===== src/rtl/alu_seq.sv =====
// alu_seq: multi-cycle integer ALU for the core's execute stage.
// One operation per request/done handshake. Logic, arithmetic and compare ops
// finish in one cycle; shifts iterate one bit per cycle. Define ALU_MUL_EN to
// build the shift-add multiplier for opcode 10, otherwise that opcode is illegal.
module alu_seq #(
    parameter int REG_SIZE = 32,
    parameter int SHAMT_W  = $clog2(REG_SIZE)
) (
    input  logic                clk,
    input  logic                rst,
    input  logic                alu_req,
    input  logic [3:0]          alu_operation,
    input  logic [REG_SIZE-1:0] alu_op1,
    input  logic [REG_SIZE-1:0] alu_op2,
    output logic                alu_busy,
    output logic                alu_done,
    output logic [REG_SIZE-1:0] alu_res,
    output logic                alu_zero,
    output logic                alu_illegal
);

    // The counter must hold REG_SIZE for the multiplier, one bit wider than a shamt.
    localparam int CNT_W = SHAMT_W + 1;

    localparam logic [3:0] OP_ADD  = 4'd0;
    localparam logic [3:0] OP_SUB  = 4'd1;
    localparam logic [3:0] OP_AND  = 4'd2;
    localparam logic [3:0] OP_OR   = 4'd3;
    localparam logic [3:0] OP_XOR  = 4'd4;
    localparam logic [3:0] OP_SLT  = 4'd5;
    localparam logic [3:0] OP_SLTU = 4'd6;
    localparam logic [3:0] OP_SLL  = 4'd7;
    localparam logic [3:0] OP_SRL  = 4'd8;
    localparam logic [3:0] OP_SRA  = 4'd9;
`ifdef ALU_MUL_EN
    localparam logic [3:0] OP_MUL  = 4'd10;
`endif

    typedef enum logic [1:0] {S_IDLE, S_BUSY, S_DONE} state_t;

    state_t              state_q;
    logic [3:0]          op_q;
    logic [REG_SIZE-1:0] val_q;
    logic [CNT_W-1:0]    cnt_q;
    logic                busy_q;
    logic                done_q;
    logic [REG_SIZE-1:0] res_q;
    logic                zero_q;
    logic                illegal_q;
`ifdef ALU_MUL_EN
    logic [REG_SIZE-1:0] mplr_q;
    logic [REG_SIZE-1:0] acc_q;
    logic [REG_SIZE-1:0] acc_d;
    logic                is_mul_d;
`endif

    logic [REG_SIZE-1:0] quick_d;
    logic [REG_SIZE-1:0] step_d;
    logic [SHAMT_W-1:0]  shamt_d;
    logic                is_quick_d;
    logic                is_shift_d;

    // Decode the incoming request and form every single-cycle result
    always_comb begin
        quick_d    = '0;
        is_quick_d = 1'b1;
        is_shift_d = 1'b0;
`ifdef ALU_MUL_EN
        is_mul_d   = 1'b0;
`endif
        shamt_d    = alu_op2[SHAMT_W-1:0];
        case (alu_operation)
            OP_ADD:  quick_d = alu_op1 + alu_op2;
            OP_SUB:  quick_d = alu_op1 - alu_op2;
            OP_AND:  quick_d = alu_op1 & alu_op2;
            OP_OR:   quick_d = alu_op1 | alu_op2;
            OP_XOR:  quick_d = alu_op1 ^ alu_op2;
            OP_SLT:  quick_d = {{(REG_SIZE-1){1'b0}}, ($signed(alu_op1) < $signed(alu_op2))};
            OP_SLTU: quick_d = {{(REG_SIZE-1){1'b0}}, (alu_op1 < alu_op2)};
            OP_SLL, OP_SRL, OP_SRA: begin
                is_quick_d = 1'b0;
                is_shift_d = 1'b1;
            end
`ifdef ALU_MUL_EN
            OP_MUL: begin
                is_quick_d = 1'b0;
                is_mul_d   = 1'b1;
            end
`endif
            default: is_quick_d = 1'b0;
        endcase
    end

    // One iteration of the shifter (and the multiplier accumulate when built)
    always_comb begin
        case (op_q)
            OP_SLL:  step_d = val_q << 1;
            OP_SRL:  step_d = val_q >> 1;
            default: step_d = {val_q[REG_SIZE-1], val_q[REG_SIZE-1:1]};
        endcase
`ifdef ALU_MUL_EN
        acc_d = acc_q + (mplr_q[0] ? val_q : '0);
`endif
    end

    // Control FSM; outputs are registered so done/result change on one edge
    always_ff @(posedge clk) begin
        if (rst) begin
            state_q   <= S_IDLE;
            op_q      <= '0;
            val_q     <= '0;
            cnt_q     <= '0;
            busy_q    <= 1'b0;
            done_q    <= 1'b0;
            res_q     <= '0;
            zero_q    <= 1'b1;
            illegal_q <= 1'b0;
`ifdef ALU_MUL_EN
            mplr_q    <= '0;
            acc_q     <= '0;
`endif
        end else begin
            done_q    <= 1'b0;
            illegal_q <= 1'b0;
            case (state_q)
                S_IDLE: begin
                    if (alu_req) begin
                        op_q  <= alu_operation;
                        val_q <= alu_op1;
                        cnt_q <= '0;
`ifdef ALU_MUL_EN
                        mplr_q <= alu_op2;
                        acc_q  <= '0;
`endif
                        if (is_quick_d) begin
                            res_q   <= quick_d;
                            zero_q  <= (quick_d == '0);
                            done_q  <= 1'b1;
                            state_q <= S_DONE;
                        end else if (is_shift_d && (shamt_d == '0)) begin
                            res_q   <= alu_op1;
                            zero_q  <= (alu_op1 == '0);
                            done_q  <= 1'b1;
                            state_q <= S_DONE;
                        end else if (is_shift_d) begin
                            cnt_q   <= {1'b0, shamt_d};
                            busy_q  <= 1'b1;
                            state_q <= S_BUSY;
                        end
`ifdef ALU_MUL_EN
                        else if (is_mul_d) begin
                            cnt_q   <= CNT_W'(REG_SIZE);
                            busy_q  <= 1'b1;
                            state_q <= S_BUSY;
                        end
`endif
                        else begin
                            res_q     <= '0;
                            zero_q    <= 1'b1;
                            illegal_q <= 1'b1;
                            done_q    <= 1'b1;
                            state_q   <= S_DONE;
                        end
                    end
                end
                S_BUSY: begin
                    cnt_q <= cnt_q - CNT_W'(1);
`ifdef ALU_MUL_EN
                    if (op_q == OP_MUL) begin
                        val_q  <= val_q << 1;
                        mplr_q <= mplr_q >> 1;
                        acc_q  <= acc_d;
                        if (cnt_q == CNT_W'(1)) begin
                            res_q   <= acc_d;
                            zero_q  <= (acc_d == '0);
                            busy_q  <= 1'b0;
                            done_q  <= 1'b1;
                            state_q <= S_DONE;
                        end
                    end else
`endif
                    begin
                        val_q <= step_d;
                        if (cnt_q == CNT_W'(1)) begin
                            res_q   <= step_d;
                            zero_q  <= (step_d == '0);
                            busy_q  <= 1'b0;
                            done_q  <= 1'b1;
                            state_q <= S_DONE;
                        end
                    end
                end
                S_DONE:  state_q <= S_IDLE;
                default: state_q <= S_IDLE;
            endcase
        end
    end

    assign alu_busy    = busy_q;
    assign alu_done    = done_q;
    assign alu_res     = res_q;
    assign alu_zero    = zero_q;
    assign alu_illegal = illegal_q;

endmodule

===== config.mk =====
export PLATFORM = sky130hd
export DESIGN_NAME = alu_seq
export DESIGN_NICKNAME = d
export VERILOG_FILES = /design/src/rtl/alu_seq.sv
export SDC_FILE = /design/constraint.sdc
export NUM_CORES = 1
export LEC_CHECK = 0
export ABC_AREA = 1
export BUFFER_PORTS_ARGS = -buffer_cell sky130_fd_sc_hd__buf_2
export CAP_MARGIN = 20
export CORE_AREA = 2 2 145 147
export DETAILED_ROUTE_END_ITERATION = 10
export DIE_AREA = 0 0 147 149
export PLACE_DENSITY_LB_ADDON = 0.2
export SETUP_SLACK_MARGIN = 0.1
export SLEW_MARGIN = 15
export SYNTH_ARGS = -nofsm -noshare
export SYNTH_HDL_FRONTEND = slang
export SYNTH_SLANG_ARGS = --single-unit

===== constraint.sdc =====
create_clock -name clk -period 5.3 [get_ports clk]
set_input_delay 0.53 -clock clk [delete_from_list [all_inputs] [get_ports clk]]
set_output_delay 0.53 -clock clk [all_outputs]
set_load 0.005 [all_outputs]

Word level (Yosys, flattened, before mapping)
Index checks and enable logic that the tools add are counted.
{"block": "op_classes", "addsub": 3, "mul": 0, "n_div": 0, "magnitude_cmp": 2, "n_eq_ne": 19, "shift": 0, "mux": 41, "n_bitwise": 5, "reduce_logical": 16}
{"operator": "one-hot mux 32 bit (7 select lines)", "n": 1}
{"operator": "2-to-1 mux 32 bit", "n": 6}
{"operator": "one-hot mux 32 bit (2 select lines)", "n": 3}
{"operator": "zero test 32 bit", "n": 3}
{"operator": "less-than comparator 32 bit", "n": 2}
{"operator": "adder 32 bit", "n": 1}
{"operator": "bitwise AND 32 bit", "n": 1}
{"operator": "bitwise OR 32 bit", "n": 1}
{"operator": "subtractor 32 bit", "n": 1}
{"operator": "XOR 32 bit", "n": 1}
{"operator": "== test 4 x 3 -> 1 bit (second input constant)", "n": 5}
{"operator": "2-to-1 mux 1 bit", "n": 17}
{"operator": "2-to-1 mux 5 bit", "n": 3}
{"operator": "== test 4 bit (second input constant)", "n": 3}
{"operator": "one-hot mux 6 bit (2 select lines)", "n": 1}
{"operator": "2-to-1 mux 2 bit", "n": 5}
{"operator": "!= test 2 bit (second input constant)", "n": 5}
{"operator": "== test 4 x 2 -> 1 bit (second input constant)", "n": 2}
{"operator": "OR reduction 7 bit", "n": 1}
{"operator": "== test 6 x 1 -> 1 bit (second input constant)", "n": 1}
{"operator": "2-to-1 mux 6 bit", "n": 1}
{"operator": "one-hot mux 1 bit (2 select lines)", "n": 3}
{"operator": "AND reduction 2 bit", "n": 3}
{"operator": "AND reduction 6 bit", "n": 1}
{"operator": "14 further kinds", "n": 15}
{"block": "word_totals", "regBits": 80, "latch_bits": 0, "ramBits": 0, "romBits": 0, "input_bits": 71, "elab_cells": 95, "n_memories": 0}

Logic depth before layout (Yosys ltp)
Gate-level depths: netlist (run 1).
{"block": "logic_depth", "ltp_word": 8, "ltp_mapped": 24, "ltp_nobuf": 23}

Least setup slack after synthesis (run 1)
OpenSTA, ideal clock, no wires.
{"block": "synth_timing", "kind": "input to register", "from": "in alu_op1[0]", "to": "reg zero_q (netlist: alu_zero)", "setup_ps": 59, "t_arrival_ps": 2449, "required_time_ps": 5241, "slack_ps": 2792, "cell_stages": 21, "path_buffers": 0, "path_cell_list": "inv_1 ha_1 fa_1 inv_1 nand2_1 nand2_1 nand2_1 nand2_1 nand2_1 nand2_1 xor2_1 nor2_1 nor2_1 nand2_1 nor2_1 nand4_1 nand2_1 nand2_1 nand2_1 nand2_1 nand2_1"}
{"block": "synth_via", "elab_chain_len": 6}
{"element": "start: declaration", "line_no": "13", "source": "input logic [REG_SIZE-1:0] alu_op1,"}
{"element": "subtractor 32 bit, or another cell as far along", "line_no": "74", "source": "OP_SUB: quick_d = alu_op1 - alu_op2;"}
{"element": "one-hot mux 32 bit (7 select lines)", "line_no": "72", "source": "case (alu_operation)"}
{"element": "zero test 32 bit", "line_no": "137", "source": "zero_q <= (quick_d == '0);"}
{"element": "2-to-1 mux 1 bit *", "line_no": "135", "source": "if (is_quick_d) begin"}
{"element": "2-to-1 mux 1 bit *", "line_no": "127", "source": "if (alu_req) begin"}
{"element": "one-hot mux 1 bit (2 select lines) *", "line_no": "125", "source": "case (state_q)"}
{"element": "end signal: assignment", "line_no": "137"}
{"element": "end signal: assignment", "line_no": "142", "source": "zero_q <= (alu_op1 == '0);"}
{"element": "end signal: assignment", "line_no": "186", "source": "zero_q <= (step_d == '0);"}
{"element": "end: declaration", "line_no": "48", "source": "logic zero_q;"}
Mark *: on every way between the ends. The rest lies on a longest branch, timed or not. The select of a mux whose other input is x is not followed.
A chain may end at the register's enable or synchronous reset.

Final worst setup path (run 1)
{"block": "layout_timing", "from": "in alu_operation[0]", "to": "reg zero_q (netlist: alu_zero)"}
{"block": "layout_via", "elab_chain_len": 8}
{"element": "start: declaration", "line_no": "12", "source": "input logic [3:0] alu_operation,"}
{"element": "parallel branches: the longest is 8 deep, another holds one-hot mux 32 bit (7 select lines)"}
Several ways; the timed one is not identified. The select of a mux whose other input is x is not followed.

==> impl_results.md, run 1 <==
* Met1 usage at 0.522
* Post-CTS Setup Repair Bufs at 0
* Post-placement cell area at 11500 um^2
* Row count at 53
* Post-DP HPWL at 33.3 mm
* WP data arrival at 3.58 ns
* Final Cycle Share at 0.621
* PD cells at 197 nW/um^2
* Hold buffer count at CTS at 0
* Setup tns final at 0 ns
* Root Driver: clkbuf_16
* Final #Nets at 2193
* Clock Skew at around 0.0086 ns
* Total number of vias at 13100
* Ant. Diodes at 0
* Final hold viol count at 0
* Synthesized area at 11000 um^2
* Max H-tree Level at 3
* Die Span X at ~150 um
* Maximum root-to-sink buffer count at 2
* Syn Nets at 2141
* CP startpoint kind: primary input
* Crit Path Class: primary input to flip-flop
* Via/cell ratio at 5.73
* Asr flop ratio synth at 0
* Tot GR Track Use at 0.374
* DIE AREA at 21900 um^2
* GRT busiest layer: met2
* Ys flop type: dfxtp_1
* Post-synth EDFFs at 0
* Endpoints failing setup at 0
* Synthesized instance count at 1953
* # port buffers at around 110
* Share of cells above drive strength 1 at 0.100
* Cell-internal power at around 0.0013 W
* Sequential-to-total area share from yosys stat at 0.146
* Clock Latency Late Sink at roughly 0.34 ns
* Slew Viols, Final at 0
* Slew headroom at 0.374
* Starting DRT DRC Count at approximately 1400
* ANT nets after route at 0
* Fillcell total at 2184
* Synth warn at 0
* Post-Syn Area per Cell at 5.61 um^2
* Post-route DRC at 0
* Clk slew on worst S/H paths at 0.06 ns
* Combinational share of power at 0.431
* GP Congestion at 1.04
* Largest fanout on the critical path at 24
* Die height at 149 um
* Switching Fraction at 0.421
* Clock group share of total power at 0.274
* Minimum clock period at 3.29 ns
* Sequential power share at 0.295
* Worst Slack Setup Final at about 2 ns
* CORE AREA at approximately 21000 um^2
* Area Growth Syn to Fin at 7.99%
* Initial core utilization at 0.533
* Synth Register Bits at 80
* Grt total ovfl at 0
* DRT Wirelength at 41.7 mm
* CTS tree: yes
* Fin area at around 12000 um^2
* Worst VDD drop at 0.190 mV
* Max_cap viols at 0
* Pleak at ~6.4 nW
* Worst setup EP type: flip-flop
* Status: finished clean
* Met3 Use GR at 0.0425
* Post-CTS sizing at 0
* I/O pin count at around 110
* M2 GR Usage at 0.597
* Wire per inst at between 15 and 20 um
* First-pass GRT wire length at 63.9 mm
* Cts bufs inserted at 9
* Pin count of the biggest net entering global routing at 53
* Worst slew pin tran at 0.937 ns
* Antenna violations before repair at 0
* Sw Pwr at 0.000981 W
* Min-Delay Path Class: flip-flop to flip-flop
* Vias in the first global route at 11791
* Worst path required time at between 5 and 6 ns
* Clock sink count at 80
* Max Clk Rate at just over 0.3 GHz
* DP Worst Slack at between 1.5 and 2 ns
* Detailed Routing Iterations Pass 1 at 6
* Util after Layout at 0.576
* RSZ-0062 raised after global routing: no
* Synth cell types at 50
[logic make-up after synthesis]
| logic type | Yosys count | synth area share |
|---|---|---|
| AND/OR/NAND/NOR | 996 | 0.383 |
| buffers and inverters | 417 | 0.156 |
| AO/OA/AOI/OAI | 337 | 0.174 |
| adder cells (fa/ha/maj) | 117 | 0.135 |
| flip-flops | 80 | 0.146 |
| multiplexers | 4 | 0.00365 |
| XOR/XNOR | 2 | 0.00160 |
[final timing paths]
| path | start | end | slack, ns | cells after the start |
|---|---|---|---|---|
| max | alu_operation[0] | alu_zero$_SDFFE_PP1P_ | 2.01 | 17 |
| min | alu_res[23]$_SDFFE_PP0P_ | alu_res[23]$_SDFFE_PP0P_ | 0.47 | 2 |
| max reg2reg | state_q[0]$_SDFFE_PP0P_ | alu_res[14]$_SDFFE_PP0P_ | 2.54 | 11 |
| min reg2reg | alu_res[23]$_SDFFE_PP0P_ | alu_res[23]$_SDFFE_PP0P_ | 0.47 | 2 |
[worst max-delay path, cell delays in order]
cell      delay, ns
buf_2          0.16
inv_1          0.08
nand3_2        0.54
clkinv_1       0.63
nand2_1        0.23
nand3_1        0.09
nor2_1         0.15
nand3_1        0.11
nor2_1         0.17
nand3_1        0.15
nor2_1         0.26
nand4_1        0.15
nand2_1        0.10
nand2_1        0.07
nand2_1        0.06
nand2_1        0.04
nand2_1        0.05
[metal layers]
| metal | wire, um | part of all wire | vias up |
|---|---|---|---|
| li1 | - | - | 6310 |
| met1 | 17800 | 0.43 | 6007 |
| met2 | 18100 | 0.43 | 694 |
| met3 | 4210 | 0.10 | 89 |
| met4 | 1510 | 0.036 | 0 |
| met5 | 0 | 0 | - |
[state kept, by name (all words and copies together) (netlist names)]
| signal | cells |
|---|---|
| alu_zero | 1 |
| cnt_q | 6 |
| val_q | 32 |
| op_q | 4 |
| alu_illegal | 1 |
| alu_res | 32 |
| state_q | 2 |
| alu_busy | 1 |
| alu_done | 1 |
[area by class of cell]
| class | count | area [um^2] | share of cell area |
|---|---|---|---|
| multi-input combinational | 1456 | 7670 | 0.648 |
| inverter | 344 | 1290 | 0.109 |
| tap | 275 | 344 | 0.0291 |
| clock inverter | 4 | 52.6 | 0.00444 |
| sequential | 80 | 1600 | 0.135 |
| clock buffer | 12 | 256 | 0.0217 |
| timing repair buffer | 114 | 618 | 0.0522 |
[power groups by stage]
stage	Sequential [W]	Clock, W	Combinational (W)
6_report	0.000687	0.000637	0.00100
5_1_grt	0.000692	0.000668	0.00111
2_1_floorplan	0.000694	0	0.000666
3_5_place_dp	0.000698	0	0.000964
4_1_cts	0.000686	0.000640	0.000969
3_3_place_gp	0.000698	0	0.000953
[per-stage QoR]
stage                     power [W]  hold WS, ns  instances
after floorplan             0.00136        0.430       1953
after global placement      0.00165        0.452       2267
after detailed placement    0.00166        0.460       2267
after CTS                   0.00229        0.472       2283
after global routing        0.00247        0.502       2285
final                       0.00233        0.467       2285
[layout by cell type (no fill, tap or decap), types with 2 or more instances in the layout]
cell / Yosys / layout
fa_1: 2 / 2
a211oi_1: 2 / 2
o211ai_1: 3 / 3
nand3b_1: 2 / 2
dfxtp_1: 80 / 80
nor2_2: 21 / 25
o21ai_1: 2 / 2
o31ai_1: 2 / 2
o21ai_2: 2 / 2
nand3_1: 114 / 113
mux2i_1: 4 / 4
or2_2: 6 / 6
inv_2: 13 / 13
nand2_1: 578 / 578
nor2_4: 4 / 4
xor2_1: 2 / 2
inv_1: 329 / 329
nand3_2: 6 / 7
clkinvlp_4: 0 / 3
o22ai_1: 28 / 28
ha_1: 115 / 115
clkbuf_16: 0 / 9
a31oi_1: 56 / 56
nor4_1: 12 / 12
buf_4: 14 / 6
buf_2: 16 / 106
nor2_1: 188 / 184
o21bai_1: 8 / 8
a21oi_1: 111 / 110
a221oi_1: 9 / 9
nand4_1: 27 / 27
clkbuf_8: 0 / 2
and2_1: 6 / 6
o21ai_0: 106 / 106
a21oi_2: 2 / 2
nand2_2: 7 / 7
nor3_1: 20 / 20
[Yosys cell counts (6+ instances only)]
| library cell | instances | share of area |
|---|---|---|
| a21oi_1 | 111 | 0.051 |
| nor2_1 | 188 | 0.064 |
| inv_1 | 329 | 0.11 |
| o21ai_0 | 106 | 0.048 |
| nor4_1 | 12 | 0.0068 |
| buf_2 | 16 | 0.0073 |
| buf_6 | 10 | 0.010 |
| buf_1 | 6 | 0.0021 |
| ha_1 | 115 | 0.13 |
| nand2_2 | 7 | 0.0040 |
| or2_2 | 6 | 0.0034 |
| o22ai_1 | 28 | 0.016 |
| nand4_1 | 27 | 0.015 |
| clkbuf_1 | 27 | 0.0092 |
| a31oi_1 | 56 | 0.032 |
| inv_2 | 13 | 0.0045 |
| nor2_2 | 21 | 0.012 |
| buf_4 | 14 | 0.0096 |
| a221oi_1 | 9 | 0.0072 |
| o21bai_1 | 8 | 0.0055 |
| nand2_1 | 578 | 0.20 |
| nor3_1 | 20 | 0.0091 |
| dfxtp_1 | 80 | 0.15 |
| and2_1 | 6 | 0.0034 |
| nand3_1 | 114 | 0.052 |
| nand3_2 | 6 | 0.0055 |
(Power assumes the default switching activity.)
==> inputs of run 2 (changes only) <==
==> constraint.sdc (replaced) <==
create_clock -name clk -period 3.3 [get_ports clk]
set_input_delay 0.33 -clock clk [delete_from_list [all_inputs] [get_ports clk]]
set_output_delay 0.33 -clock clk [all_outputs]
set_load 0.005 [all_outputs]
==> run 2 against run 1 <==
Effect of this change: non-clock buffer count grew 76; clock power grew 74%; setup slack lost 1.7 ns; count of clock-buffer cells in the layout is the same; via count grew 2.7%; routed wire length grew 6.4%; clock skew is essentially flat; power grew 70%; highest routed layer unchanged.
==> impl_results.md, run 2 (synthesis gave the netlist of run 1 again) <==
* Status: finished clean
* RSZ-0062 raised after global routing: no
* First-pass GRT wire length at 67.3 mm (+5.3%)
* DIE AREA at 21900 um^2 (unchanged)
* Placed Instances at 2344 (+3.4%)
* Area Growth Syn to Fin at 13.5%
* Post-route DRC at 0 (unchanged)
* Final #Nets at 2269 (+3.5%)
* Crit-path cells: buf_2, inv_1, ha_2, inv_1, a21oi_1, nand2_1, inv_1, nand3_2, nand2_1, nand3_1, nand3_1, nand2_1, nor2_1, nand2_1, nor2_1, nand4_1, nand2_1, nand2_1, nand2_1, nand2_1, nand2_1
* ANT nets after route at 0 (unchanged)
* Minimum clock period at 2.99 ns
* Root Driver: clkbuf_16
* Pin count of the biggest net entering global routing at 52 (-1.9%)
* Clk slew on worst S/H paths at 0.06 ns (about the same)
* Initial core utilization at 0.533 (unchanged)
* Max_cap viols at 0 (unchanged)
* Slew headroom at 0.464 (+0.0903)
* Fillcell total at 2126 (-2.7%)
* Critical path's top delay family: simple AND/OR/NAND/NOR gates
* GP Congestion at 1.01 (-2.9%)
* Total number of vias at 13452 (+2.7%)
* Clock Skew at 0.00842 ns (-0.000144 ns)
* Crit Path Class: primary input to flip-flop
* Worst Slack Setup Final at 0.306 ns (-1.70 ns)
* CTS tree: yes
* Share of cells above drive strength 1 at 0.133 (+0.0333)
* Ant. Diodes at 0 (unchanged)
* R2R Setup Slk at 0.64 ns (-1.90 ns)
* Final Cycle Share at 0.907
* CORE AREA at 20600 um^2 (unchanged)
* Final Power at 0.00395 W (+70%)
* CP startpoint kind: primary input
* Hold buffer count at CTS at 0 (unchanged)
* Grt total ovfl at 0 (unchanged)
* Vias in the first global route at 12276 (+4.1%)
* Most common cell after layout, fill and taps aside: nand2_1
* Met1 usage at 0.555 (+0.0326)
* Critical Path Most Common Cell: nand2_1
* Worst slew pin tran at 0.803 ns (-0.134 ns)
* Final hold viol count at 0 (unchanged)
* Worst VDD drop at 0.294 mV (+55%)
* # port buffers at 106 (unchanged)
* Worst path buffer plus inverter count at 4 (+1)
* Endpoints failing setup at 0 (unchanged)
* Worst setup EP type: flip-flop
* PD cells at 318 nW/um^2 (+62%)
* I/O pin count at 107 (unchanged)
* Clock sink count at 80 (unchanged)
* Met3 Use GR at 0.0529 (+0.0104)
* Cts bufs inserted at 9 (unchanged)
* Wire per inst at 18.8 um (+3.0%)
* Max stage delay on crit path at 0.47 ns (-0.16 ns)
* Max H-tree Level at 3 (unchanged)
* Antenna violations before repair at 0 (unchanged)
* Starting DRT DRC Count at 1396 (-2.7%)
* Slew Viols, Final at 0 (unchanged)
* Clock Latency Late Sink at 0.34 ns (about the same)
* Die height at 149 um (unchanged)
* Detailed Routing Iterations Pass 1 at 7 (+1)
* Slowest CP cell: ha_2
* Min-Delay Path Class: primary input to flip-flop
* Tot GR Track Use at 0.397 (+0.0224)
* GRT busiest layer: met2
* Final Instance Count excl. Fillers at 2361 (+3.3%)
* Pleak at 6.75 nW (+6.0%)
* WP data arrival at 3.27 ns (-0.31 ns)
* DRT Wirelength at 44.4 mm (+6.4%)
* Maximum root-to-sink buffer count at 2 (unchanged)
* Via/cell ratio at 5.70 (-0.62%)
* Worst path required time at 3.58 ns (-2.01 ns)
* Row count at 53 (unchanged)
* Max Clk Rate at approximately 0.33 GHz
* Die Span X at 147 um (unchanged)
* DP Worst Slack at -0.0869 ns (-1.89 ns)
* Post-DP HPWL at 36.2 mm (+8.9%)
* M2 GR Usage at 0.632 (+0.0347)
* Largest fanout on the critical path at 9 (-63%)
* Most used cells in the layout excluding fill and tap cells: 578 x nand2_1, 329 x inv_1, 183 x nor2_1
run 2: stage by stage:
stage               instance area (um^2)  hold WS, ns   util  setup TNS (ns)
detailed placement                 12100        0.468  0.587         -0.0869
finish                             12400        0.336  0.605               0
CTS                                12400        0.328  0.604               0
global placement                   12100        0.448  0.587         -0.0971
global route                       12400        0.343  0.605               0
floorplan                          11000        0.430      -               0
run 2: layout make-up:
type | instances | area, um^2 | share of cell area
Clock buffer | 12 | 256 | 0.0206
Timing Repair Buffer | 190 | 1190 | 0.0960
Inverter | 344 | 1290 | 0.104
Clock inverter | 4 | 76.3 | 0.00614
Sequential cell | 80 | 1600 | 0.129
Tap cell | 275 | 344 | 0.0277
Multi-Input combinational cell | 1456 | 7670 | 0.617
run 2: where the power goes:
group	internal [W]	leakage, nW	switching (W)
sequential	0.00105	0.657	0.0000521
clock	0.000706	0.159	0.000402
combinational	0.000567	5.93	0.00117
run 2: worst reg2reg max path: stages (launching register included):
cell and delay (ns):
dfxtp_1 0.34, nor2_1 0.22, nand2_1 0.09, nor3_1 0.19
nand2_1 0.16, a21oi_4 0.57, buf_16 0.23, inv_1 0.33
a21oi_1 0.29, a21oi_1 0.07, nor2_1 0.10
run 2: path summary, 6_finish.rpt:
kind | depth (start not counted) | to | from
max | 21 | alu_zero$_SDFFE_PP1P_ | alu_op1[11]
min | 3 | val_q[21]$_SDFFE_PP0P_ | alu_op1[21]
max reg2reg | 10 | alu_res[14]$_SDFFE_PP0P_ | cnt_q[2]$_SDFFE_PP0P_
min reg2reg | 2 | alu_res[2]$_SDFFE_PP0P_ | alu_res[2]$_SDFFE_PP0P_
run 2: layer usage:
metal  vias to the layer above  share of wire
met4                         0          0.034
met2                       725           0.43
met1                      6156           0.43
met5                         -              0
li1                       6462              -
met3                       109          0.098
run 2: repair_timing:
item | in CTS | in global routing
hold endpoints to repair | 0 | 0
buffers inserted | 0 | 0
resized for setup | 0 | 2
setup endpoints to repair | 0 | 3
==> inputs of run 3 (changes only) <==
--- a/config.mk
+++ b/config.mk
@@ -8,9 +8,9 @@
 export ABC_AREA = 1
 export BUFFER_PORTS_ARGS = -buffer_cell sky130_fd_sc_hd__buf_2
 export CAP_MARGIN = 20
-export CORE_AREA = 2 2 145 147
+export CORE_AREA = 10 10 153 155
 export DETAILED_ROUTE_END_ITERATION = 10
-export DIE_AREA = 0 0 147 149
+export DIE_AREA = 0 0 163 165
 export PLACE_DENSITY_LB_ADDON = 0.2
 export SETUP_SLACK_MARGIN = 0.1
 export SLEW_MARGIN = 15
==> constraint.sdc (replaced) <==
create_clock -name clk -period 3.3 [get_ports clk]
set_input_delay 0.33 -clock clk [delete_from_list [all_inputs] [get_ports clk]]
set_output_delay 0.33 -clock clk [all_outputs]
set_load 0.01 [all_outputs]
==> run 3 against run 2 <==
Effect of this change: cell count decreased by 0.21%; worst hold slack got worse by 0.0072 ns; clock power decreased by 18%; critical path depth unchanged; power decreased by 4.2%; sequential share of layout area increased by 0.078 points; largest cell class unchanged; design area decreased by 0.60%; die area increased by 23%; maximum frequency decreased by 1.1%; sequential cell count unchanged; clock skew increased by 0.0017 ns; sequential power about the same; critical endpoint unchanged.
==> impl_results.md, run 3 (synthesis gave the netlist of run 1 again) <==
* Status: finished clean
* Crit path launch: alu_op2[2]
* First-pass GRT wire length at 68.2 mm (+1.4%)
* Util after Layout at 0.613 (+0.00791)
* Post-route DRC at 0 (unchanged)
* Final #Nets at 2269 (unchanged)
* Ant. Diodes at 0 (unchanged)
* Tot GR Track Use at 0.322 (-0.0743)
* Max_cap viols at 0 (unchanged)
* WP data arrival at 3.30 ns (+0.03 ns)
* Worst path required time at 3.57 ns (about the same)
* Grt total ovfl at 0 (unchanged)
* Most used cells in the layout excluding fill and tap cells: 578 x nand2_1, 329 x inv_1, 184 x nor2_1
* Max Clk Rate at 0.330 GHz (-1.1%)
* Initial core utilization at 0.544 (+0.0103)
* Total number of vias at 13391 (-0.45%)
* Wire per inst at 19.2 um (+2.0%)
* Final Cycle Share at 0.917 (+0.00974)
* Cts bufs inserted at 9 (unchanged)
* Post-CTS Setup Repair Bufs at 0 (unchanged)
* Combinational share of power at 0.467 (+0.026)
* Die height at 165 um (+11%)
* Clock Skew at 0.0101 ns (+0.00172 ns)
* Clock group share of total power at 0.241 (-0.039)
* GP Congestion at 1.04 (+2.4%)
* Hold Path Origin: alu_op1[28]
* Sw Pwr at 0.00165 W (+1.4%)
* Crit Path Class: primary input to flip-flop
* CORE AREA at 20200 um^2 (-1.9%)
* Minimum clock period at 3.03 ns (+0.0322 ns)
* Clk slew on worst S/H paths at 0.06 ns (about the same)
* Post-DP HPWL at 36.8 mm (+1.7%)
* Starting DRT DRC Count at 1613 (+16%)
* Most common cell after layout, fill and taps aside: nand2_1
* Clock Latency Late Sink at 0.34 ns (about the same)
* Root Driver: clkbuf_16
* RSZ-0062 raised after global routing: no
* I/O pin count at 107 (unchanged)
* Min-Delay Path Class: primary input to flip-flop
* # port buffers at 106 (unchanged)
* CP startpoint kind: primary input
* PD cells at 306 nW/um^2 (-3.7%)
* Slew headroom at 0.424 (-0.0397)
* Via/cell ratio at 5.68 (-0.24%)
* Max stage delay on crit path at 0.43 ns (-0.04 ns)
* DRT Wirelength at 45.1 mm (+1.8%)
* DIE AREA at 26900 um^2 (+23%)
* Pin count of the biggest net entering global routing at 52 (unchanged)
* Final Power at 0.00379 W (-4.2%)
* Reg-to-Reg Start: cnt_q[1]$_SDFFE_PP0P_
* Worst path buffer plus inverter count at 2 (-2)
* ANT nets after route at 0 (unchanged)
* Largest fanout on the critical path at 5 (-4)
* Worst Slack Setup Final at 0.274 ns (-0.0322 ns)
* Clock sink count at 80 (unchanged)
* Final hold viol count at 0 (unchanged)
* Area Growth Syn to Fin at 12.8%
* Sequential power share at 0.292 (+0.013)
* Pleak at 6.72 nW (-0.51%)
* Die Span X at 163 um (+11%)
* DP Worst Slack at -0.0569 ns (+0.0300 ns)
* Detailed Routing Iterations Pass 1 at 6 (-1)
* Worst slew pin tran at 0.862 ns (+0.0592 ns)
* Critical path's top delay family: simple AND/OR/NAND/NOR gates
* Cell-internal power at 0.00213 W (-8.2%)
* Endpoints failing setup at 0 (unchanged)
* Antenna violations before repair at 0 (unchanged)
* Setup tns final at 0 ns (unchanged)
* Vias in the first global route at 12312 (+0.29%)
* Slowest CP cell: ha_1
* Worst setup EP type: flip-flop
* Share of cells above drive strength 1 at 0.132 (-0.000959)
* Crit-path cells: buf_2, inv_1, ha_1, nand3_1, nand3_1, nand2_1, nand2_1, nand2_1, nand2_1, nand2_1, nand3_1, nand3_1, nor2_1, nand3_1, nor2_1, nand4_1, nand2_1, nand2_1, nand2_1, nand2_1, nand2_1
* CTS tree: yes
* Worst VDD drop at 0.263 mV (-10%)
* Switching Fraction at 0.436 (+0.0241)
* Slew Viols, Final at 0 (unchanged)
* Critical Path Most Common Cell: nand2_1
* Row count at 52 (-1.9%)
* Max H-tree Level at 3 (unchanged)
* Maximum root-to-sink buffer count at 2 (unchanged)
[run 3: cell count changes in the layout (fill, tap and decap cells not counted)]
| cell | previous run | this run |
|---|---|---|
| nor2_1 | 183 | 184 |
| bufinv_16 | 2 | 0 |
| clkbuf_1 | 1 | 2 |
| clkinvlp_4 | 1 | 2 |
| clkbuf_8 | 2 | 0 |
| clkinv_2 | 0 | 2 |
| nor2_2 | 26 | 25 |
[run 3: final cells by class]
| type | instances | area, um^2 |
|---|---|---|
| sequential | 80 | 1600 |
| clock buffer | 11 | 233 |
| clock inverter | 5 | 33.8 |
| tap | 270 | 338 |
| timing repair buffer | 190 | 1190 |
| multi-input combinational | 1456 | 7670 |
| inverter | 344 | 1290 |
| fill | 2103 | 7800 |
[run 3: routing by layer]
layer,wire [um],track usage,vias to the layer above
li1,-,-,6462
met1,19100,0.431,6121
met2,19600,0.506,709
met3,4810,0.0597,99
met4,1620,0.116,0
met5,0,0,-
[run 3: path summary, 6_finish.rpt]
kind	slack [ns]	endpoint	cells after the start
min	0.33	val_q[28]$_SDFFE_PP0P_	3
max	0.27	alu_zero$_SDFFE_PP1P_	21
min reg2reg	0.47	alu_res[23]$_SDFFE_PP0P_	2
max reg2reg	0.75	alu_res[25]$_SDFFE_PP0P_	11
[run 3: per-stage QoR]
step / std cells / hold WS [ns] / cell area, um^2
3_3_place_gp: 2339 / 0.449 / 12100
4_1_cts: 2355 / 0.318 / 12300
3_5_place_dp: 2339 / 0.454 / 12100
6_report: 2356 / 0.329 / 12400
5_1_grt: 2356 / 0.338 / 12400
2_1_floorplan: 1953 / 0.430 / 11000
[run 3: timing repair]
| item | in CTS | in global routing |
|---|---|---|
| hold buffers | 0 | 0 |
| endpoints found under the setup margin | 0 | 1 |
| resized for setup | 0 | 1 |
| hold endpoints to repair | 0 | 0 |
[run 3: power groups by stage]
stage / registers, W / logic (W) / clock network (W)
after floorplan: 0.00113 / 0.00107 / 0
after global placement: 0.00112 / 0.00168 / 0
after detailed placement: 0.00112 / 0.00169 / 0
after CTS: 0.00110 / 0.00171 / 0.000908
after global routing: 0.00111 / 0.00193 / 0.000949
final: 0.00110 / 0.00177 / 0.000912
[run 3: tightest hold or removal path: stages]
cell and delay, ns:
buf_2 0.14, nand2_1 0.07, a31oi_1 0.07
